==> config.mk <==
export PLATFORM = sky130hd
export DESIGN_NAME = accum4_seq
export DESIGN_NICKNAME = d
export VERILOG_FILES = /design/src/rtl/accum4_pkg.sv /design/src/rtl/addsub4.sv /design/src/rtl/accum4_seq.sv
export SDC_FILE = /design/constraint.sdc
export NUM_CORES = 1
export LEC_CHECK = 0
export ABC_AREA = 1
export CAP_MARGIN = 20
export CORE_MARGIN = 2
export CORE_UTILIZATION = 40
export DETAILED_ROUTE_END_ITERATION = 12
export PLACE_DENSITY = 0.7
export SYNTH_ARGS = -nofsm -noshare
export SYNTH_HDL_FRONTEND = slang
export SYNTH_SLANG_ARGS = --single-unit
==> constraint.sdc <==
create_clock -name clk -period 2.56 [get_ports clk]
set_input_delay 0.64 -clock clk [delete_from_list [all_inputs] [get_ports clk]]
set_output_delay 0.64 -clock clk [all_outputs]
set_load 0.005 [all_outputs]
==> src/rtl/accum4_pkg.sv <==
// rtl/accum4_pkg.sv - shared opcode and FSM state encodings for accum4_seq
// Purpose: single home for the command opcodes and controller state encoding
//          used by the accumulator top and its bench.
// Contents: op_e (LOAD/ADD/SUB/CMP), state_e (IDLE/EXEC/RESP).
package accum4_pkg;

  typedef enum logic [1:0] {
    OP_LOAD = 2'b00,
    OP_ADD  = 2'b01,
    OP_SUB  = 2'b10,
    OP_CMP  = 2'b11
  } op_e;

  typedef enum logic [1:0] {
    ST_IDLE = 2'b00,
    ST_EXEC = 2'b01,
    ST_RESP = 2'b10
  } state_e;

endpackage

==> src/rtl/addsub4.sv <==
// rtl/addsub4.sv - two's complement adder/subtractor with signed overflow
// Purpose: sum = a + b (sub=0) or a + ~b + 1 (sub=1), modulo 2^WIDTH.
// Ports:
//   a, b  input  [WIDTH-1:0]  operands
//   sub   input              1 selects subtraction
//   sum   output [WIDTH-1:0]  result
//   ovf   output             carry into MSB xor carry out of MSB
module addsub4 #(
  parameter int WIDTH = 4
) (
  input  logic [WIDTH-1:0] a,
  input  logic [WIDTH-1:0] b,
  input  logic             sub,
  output logic [WIDTH-1:0] sum,
  output logic             ovf
);

  logic [WIDTH-1:0] b_eff;
  logic [WIDTH-2:0] low;
  logic             c_msb;
  logic             c_out;
  logic             msb;

  assign b_eff = sub ? ~b : b;

  // Split at the MSB so both the carry into and out of the top bit are visible.
  assign {c_msb, low} = {1'b0, a[WIDTH-2:0]} + {1'b0, b_eff[WIDTH-2:0]}
                      + {{(WIDTH-1){1'b0}}, sub};
  assign {c_out, msb} = {1'b0, a[WIDTH-1]} + {1'b0, b_eff[WIDTH-1]} + {1'b0, c_msb};

  assign sum = {msb, low};
  assign ovf = c_msb ^ c_out;

endmodule

==> src/rtl/accum4_seq.sv <==
// rtl/accum4_seq.sv - sequential accumulator with LOAD/ADD/SUB/CMP commands
// Purpose: accepts one command in IDLE, computes in EXEC, presents the result
//          in RESP until the consumer takes it.
// Ports:
//   clk, rst              clock, synchronous active-high reset
//   in_valid/in_ready     command handshake; in_op opcode, in_data operand
//   out_valid/out_ready   result handshake
//   out_acc               accumulator after the command
//   out_ovf, out_lt, out_eq  per-command flags
//   sticky_ovf            overflow seen since last LOAD or reset
module accum4_seq
  import accum4_pkg::*;
#(
  parameter int WIDTH = 4
) (
  input  logic             clk,
  input  logic             rst,
  input  logic             in_valid,
  output logic             in_ready,
  input  logic [1:0]       in_op,
  input  logic [WIDTH-1:0] in_data,
  output logic             out_valid,
  input  logic             out_ready,
  output logic [WIDTH-1:0] out_acc,
  output logic             out_ovf,
  output logic             out_lt,
  output logic             out_eq,
  output logic             sticky_ovf
);

  state_e           state_q, state_d;
  op_e              op_q;
  logic [WIDTH-1:0] data_q;
  logic [WIDTH-1:0] acc_q;
  logic             ovf_q, lt_q, eq_q, sticky_q;

  logic [WIDTH-1:0] as_sum;
  logic             as_ovf;

  // One shared datapath: only ADD adds, SUB and CMP both subtract.
  addsub4 #(.WIDTH(WIDTH)) u_addsub (
    .a   (acc_q),
    .b   (data_q),
    .sub (op_q != OP_ADD),
    .sum (as_sum),
    .ovf (as_ovf)
  );

  always_comb begin
    state_d  = state_q;
    in_ready = 1'b0;
    case (state_q)
      ST_IDLE: begin
        in_ready = 1'b1;
        if (in_valid) state_d = ST_EXEC;
      end
      ST_EXEC: state_d = ST_RESP;
      ST_RESP: if (out_ready) state_d = ST_IDLE;
      default: state_d = ST_IDLE;
    endcase
  end

  always_ff @(posedge clk) begin
    if (rst) state_q <= ST_IDLE;
    else     state_q <= state_d;
  end

  always_ff @(posedge clk) begin
    if (rst) begin
      op_q     <= OP_LOAD;
      data_q   <= '0;
      acc_q    <= '0;
      ovf_q    <= 1'b0;
      lt_q     <= 1'b0;
      eq_q     <= 1'b0;
      sticky_q <= 1'b0;
    end else begin
      if (state_q == ST_IDLE && in_valid) begin
        op_q   <= op_e'(in_op);
        data_q <= in_data;
      end
      // Results only move in EXEC, so they stay frozen through RESP.
      if (state_q == ST_EXEC) begin
        case (op_q)
          OP_LOAD: begin
            acc_q    <= data_q;
            ovf_q    <= 1'b0;
            lt_q     <= 1'b0;
            eq_q     <= 1'b0;
            sticky_q <= 1'b0;
          end
          OP_ADD, OP_SUB: begin
            acc_q <= as_sum;
            ovf_q <= as_ovf;
            lt_q  <= 1'b0;
            eq_q  <= 1'b0;
            if (as_ovf) sticky_q <= 1'b1;
          end
          OP_CMP: begin
            ovf_q <= 1'b0;
            lt_q  <= as_sum[WIDTH-1] ^ as_ovf;
            eq_q  <= (as_sum == '0);
          end
          default: ;
        endcase
      end
    end
  end

  assign out_valid  = (state_q == ST_RESP);
  assign out_acc    = acc_q;
  assign out_ovf    = ovf_q;
  assign out_lt     = lt_q;
  assign out_eq     = eq_q;
  assign sticky_ovf = sticky_q;

endmodule

==> summary by stage <==
Outcome
The flow ran to the end, and the final reports show no timing, DRC or antenna violations.

Clock network
The TritonCTS sink count is 16. The cts-stage hold buffer count is 0. In this run the post-CTS setup repair buffer count came out at 0. Clock tree synthesis inserted a total of 3 buffers. The root buffer cell chosen for the clock tree is sky130_fd_sc_hd__clkbuf_4. CTS built an H-tree with a depth of 1. The largest buffer count on any clock path is 2. The clock tree from TritonCTS is yes. Clock-pin slew was measured on the worst setup and hold paths at 0.10 ns. For the worst-skew pair, the clock arrives at the later sink with an insertion delay of 0.30 ns. The number of gates resized after CTS was 0.

Synth
A synthesized cell averages 8.20 µm². The share of the Yosys chip area taken by registers is 0.355. The post-synth net total is approximately 130. The number of warning messages in the yosys log is 0. The number of storage elements in the synthesis netlist is 16. The count of unique library cells instantiated by Yosys is 26.

The mapped netlist covers approximately 900 µm². In the synthesized netlist, the number of instances is 110.

Floorplanning
The initial core utilization is 0.416. The cell row count is 17. From bottom edge to top edge, the die measures 51.5 µm. During I/O placement, the number of pins put on the boundary was 20. The die covers 2650 µm². From left edge to right edge, the die measures 51.5 µm. The standard cell core area is 2170 µm².

GRT
Global routing finished with a remaining overflow of 0. The global-route usage over all layers is 0.157. The first global-routing pass estimated 3040 µm of wire. The number of global-route vias before repair is 708. Entering global routing, the biggest net connects 13 pins.

The initial antenna violation count is 0.

Timing
Dividing the final minimum period by the clock period gives 0.940. The smallest clock period supported by the final layout is computed as 2.41 ns. Setup repair after global routing left no endpoint under its margin.

In this run the tightest slew margin relative to its limit is 0.785. The final-report max-slew violation count is 0. The hold violation count in the final report is 0. Based on the critical path, the design can be clocked at up to 0.415 GHz. Between clock sinks in the finished design, the worst skew comes to 0.00479 ns. The final-layout setup total negative slack is 0 ns.

The transition at the pin with the smallest max-transition slack is 0.322 ns. Setup violations remaining at the end of the flow were counted as 0.

Route
The count of nets left with antenna violations once routing finished came out at 0. The number of vias per cell after detailed routing is 4.86. The total iterations of the first detailed-routing run is 4. The routed length per instance is ~11 µm.

The via count is 777. The detailed router's first-iteration violation count is 10. The post-route DRC violation count is 0. The sum of routed wire length over all layers is 1820 µm.

Worst hold path
In this run the most critical hold path is launched from out_ovf$_SDFFE_PP0P_. In this run the worst hold path is classified as reg -> reg. The capture endpoint of the worst hold path is out_ovf$_SDFFE_PP0P_. The worst hold path passes through 2 cells.

Worst setup path
The reg-to-reg startpoint is op_q[1]$_SDFFE_PP0P_. The number of cells traversed by the worst register-to-register path is 13. The worst register-to-register path ends at out_acc[3]$_SDFFE_PP0P_. At the worst endpoint, the arrival time is 2.64 ns. Data on the critical path is required at its endpoint by 2.79 ns. In this run the worst path has a maximum fanout of 4. The critical path class is reg -> reg.

The reg-to-reg setup timing slack is 0.15 ns. The endpoint class of the critical path is a flip-flop. STA classifies the critical path startpoint as a flip-flop.

Power
The net switching share of the total power is 0.338. The share of total power dissipated in sequential elements is 0.411. The total chip power is 0.688 mW.

The net switching power of the design is 0.232 mW. The power density of the placed cells is 584 nW/µm². The share of total power in combinational logic is 0.337. The total leakage power is about 0.46 nW. The part of the power in the clock network is 0.252. The worst-case IR drop observed on VDD is 0.378 mV. The internal power is 0.455 mW.

Placed design
The placed wire-length estimate is 1450 µm. The final weighted congestion in routability-driven placement is ~0.85. The number of input and output port buffers inserted is 19.

Layout
The fraction of final layout cells sized beyond drive strength 1 is 0.182. The number of antenna diodes in the final layout is 0. In the layout the commonest cells are sky130_fd_sc_hd__clkdlybuf4s50_1, sky130_fd_sc_hd__nand2_1, sky130_fd_sc_hd__dfxtp_1, sky130_fd_sc_hd__a21oi_1, sky130_fd_sc_hd__inv_1. The most common cell after layout, fill and taps aside is sky130_fd_sc_hd__clkdlybuf4s50_1. The area growth from synthesis to layout is 30.5%. The net count of the finished layout is roughly 150.

Flow run
Max-cap violations in this run came to 0.
flip-flops by register name, summed over array words and instances, names as in the netlist:
signal,flops
state_q,2
op_q,2
out_ovf,1
sticky_ovf,1
out_acc,4
out_lt,1
data_q,4
out_eq,1
cells in the mapped netlist, drive strengths merged:
cell | number | area, µm²
nor2 | 8 | 42.5
xnor2 | 2 | 17.5
clkinv | 1 | 3.75
and2 | 1 | 7.51
nand3 | 3 | 25.0
ha | 5 | 62.6
inv | 15 | 56.3
xor2 | 2 | 17.5
fa | 3 | 60.1
a31oi | 1 | 6.26
dfxtp | 16 | 320
a21oi | 16 | 95.1
o21ai | 13 | 65.1
nor3 | 2 | 15.0
nand2 | 21 | 96.3
buf | 1 | 11.3
metrics by stage:
| stage | std cells | setup slack (ns) | hold WS (ns) | util | area [µm²] |
|---|---|---|---|---|---|
| after global routing | 160 | 0.00872 | 0.509 | 0.543 | 1180 |
| after detailed placement | 156 | 0.0708 | 0.457 | 0.514 | 1120 |
| after floorplan | 110 | 0.289 | 0.450 | - | 902 |
| final | 160 | 0.153 | 0.475 | 0.543 | 1180 |
| after global placement | 156 | 0.172 | 0.458 | 0.514 | 1120 |
| after CTS | 160 | 0.0301 | 0.472 | 0.531 | 1150 |
worst max path at each step:
| stage | start | endpoint | slack [ns] | depth (start not counted) |
|---|---|---|---|---|
| 2_1_floorplan | op_q[1]$_SDFFE_PP0P_ | out_acc[3]$_SDFFE_PP0P_ | 0.29 | 13 |
| 3_3_place_gp | op_q[1]$_SDFFE_PP0P_ | out_acc[3]$_SDFFE_PP0P_ | 0.17 | 13 |
| 3_5_place_dp | op_q[1]$_SDFFE_PP0P_ | out_acc[3]$_SDFFE_PP0P_ | 0.07 | 13 |
| 4_1_cts | op_q[1]$_SDFFE_PP0P_ | out_acc[3]$_SDFFE_PP0P_ | 0.03 | 13 |
| 5_1_grt | op_q[1]$_SDFFE_PP0P_ | out_acc[3]$_SDFFE_PP0P_ | 0.009 | 13 |
| 6_report | op_q[1]$_SDFFE_PP0P_ | out_acc[3]$_SDFFE_PP0P_ | 0.15 | 13 |
kinds of logic after synthesis:
logic type      synth area share
buf+inv                   0.0790
flops                      0.355
compound gates             0.184
fa+ha+maj                  0.136
xor+xnor                  0.0388
simple gates               0.207
final cells by class:
cell class                      count  area (µm²)
Fill cell                         205         992
Multi-Input combinational cell     77         536
Sequential cell                    16         320
Timing Repair Buffer               19         190
Inverter                           16        60.1
Clock buffer                        4        36.3
Tap cell                           28        35.0
metal layers:
layer | track usage | wire (µm) | up-vias
li1 | - | - | 401
met1 | 0.191 | 809 | 357
met2 | 0.261 | 917 | 14
met3 | 0.0345 | 55 | 5
met4 | 0.0789 | 39 | 0
met5 | 0 | 0 | -
worst max-delay path, cell delays in order (launching register included):
cell and delay, ns:
sky130_fd_sc_hd__dfxtp_1 0.35, sky130_fd_sc_hd__inv_1 0.09, sky130_fd_sc_hd__ha_4 0.20, sky130_fd_sc_hd__xnor2_1 0.12, sky130_fd_sc_hd__ha_1 0.35, sky130_fd_sc_hd__nand2_1 0.09
sky130_fd_sc_hd__clkinv_1 0.07, sky130_fd_sc_hd__nand3_2 0.07, sky130_fd_sc_hd__nand2_2 0.08, sky130_fd_sc_hd__fa_1 0.56, sky130_fd_sc_hd__nand2_1 0.06, sky130_fd_sc_hd__o21ai_0 0.07
sky130_fd_sc_hd__o21ai_1 0.08, sky130_fd_sc_hd__a21oi_1 0.13
power groups by stage:
stage | combinational (mW) | sequential [mW] | clock (mW)
2_1_floorplan | 0.159 | 0.285 | 0
3_3_place_gp | 0.216 | 0.287 | 0
3_5_place_dp | 0.223 | 0.287 | 0
4_1_cts | 0.225 | 0.281 | 0.175
5_1_grt | 0.259 | 0.285 | 0.195
6_report | 0.232 | 0.282 | 0.173
Note: power is estimated with default switching activity, not from simulation.
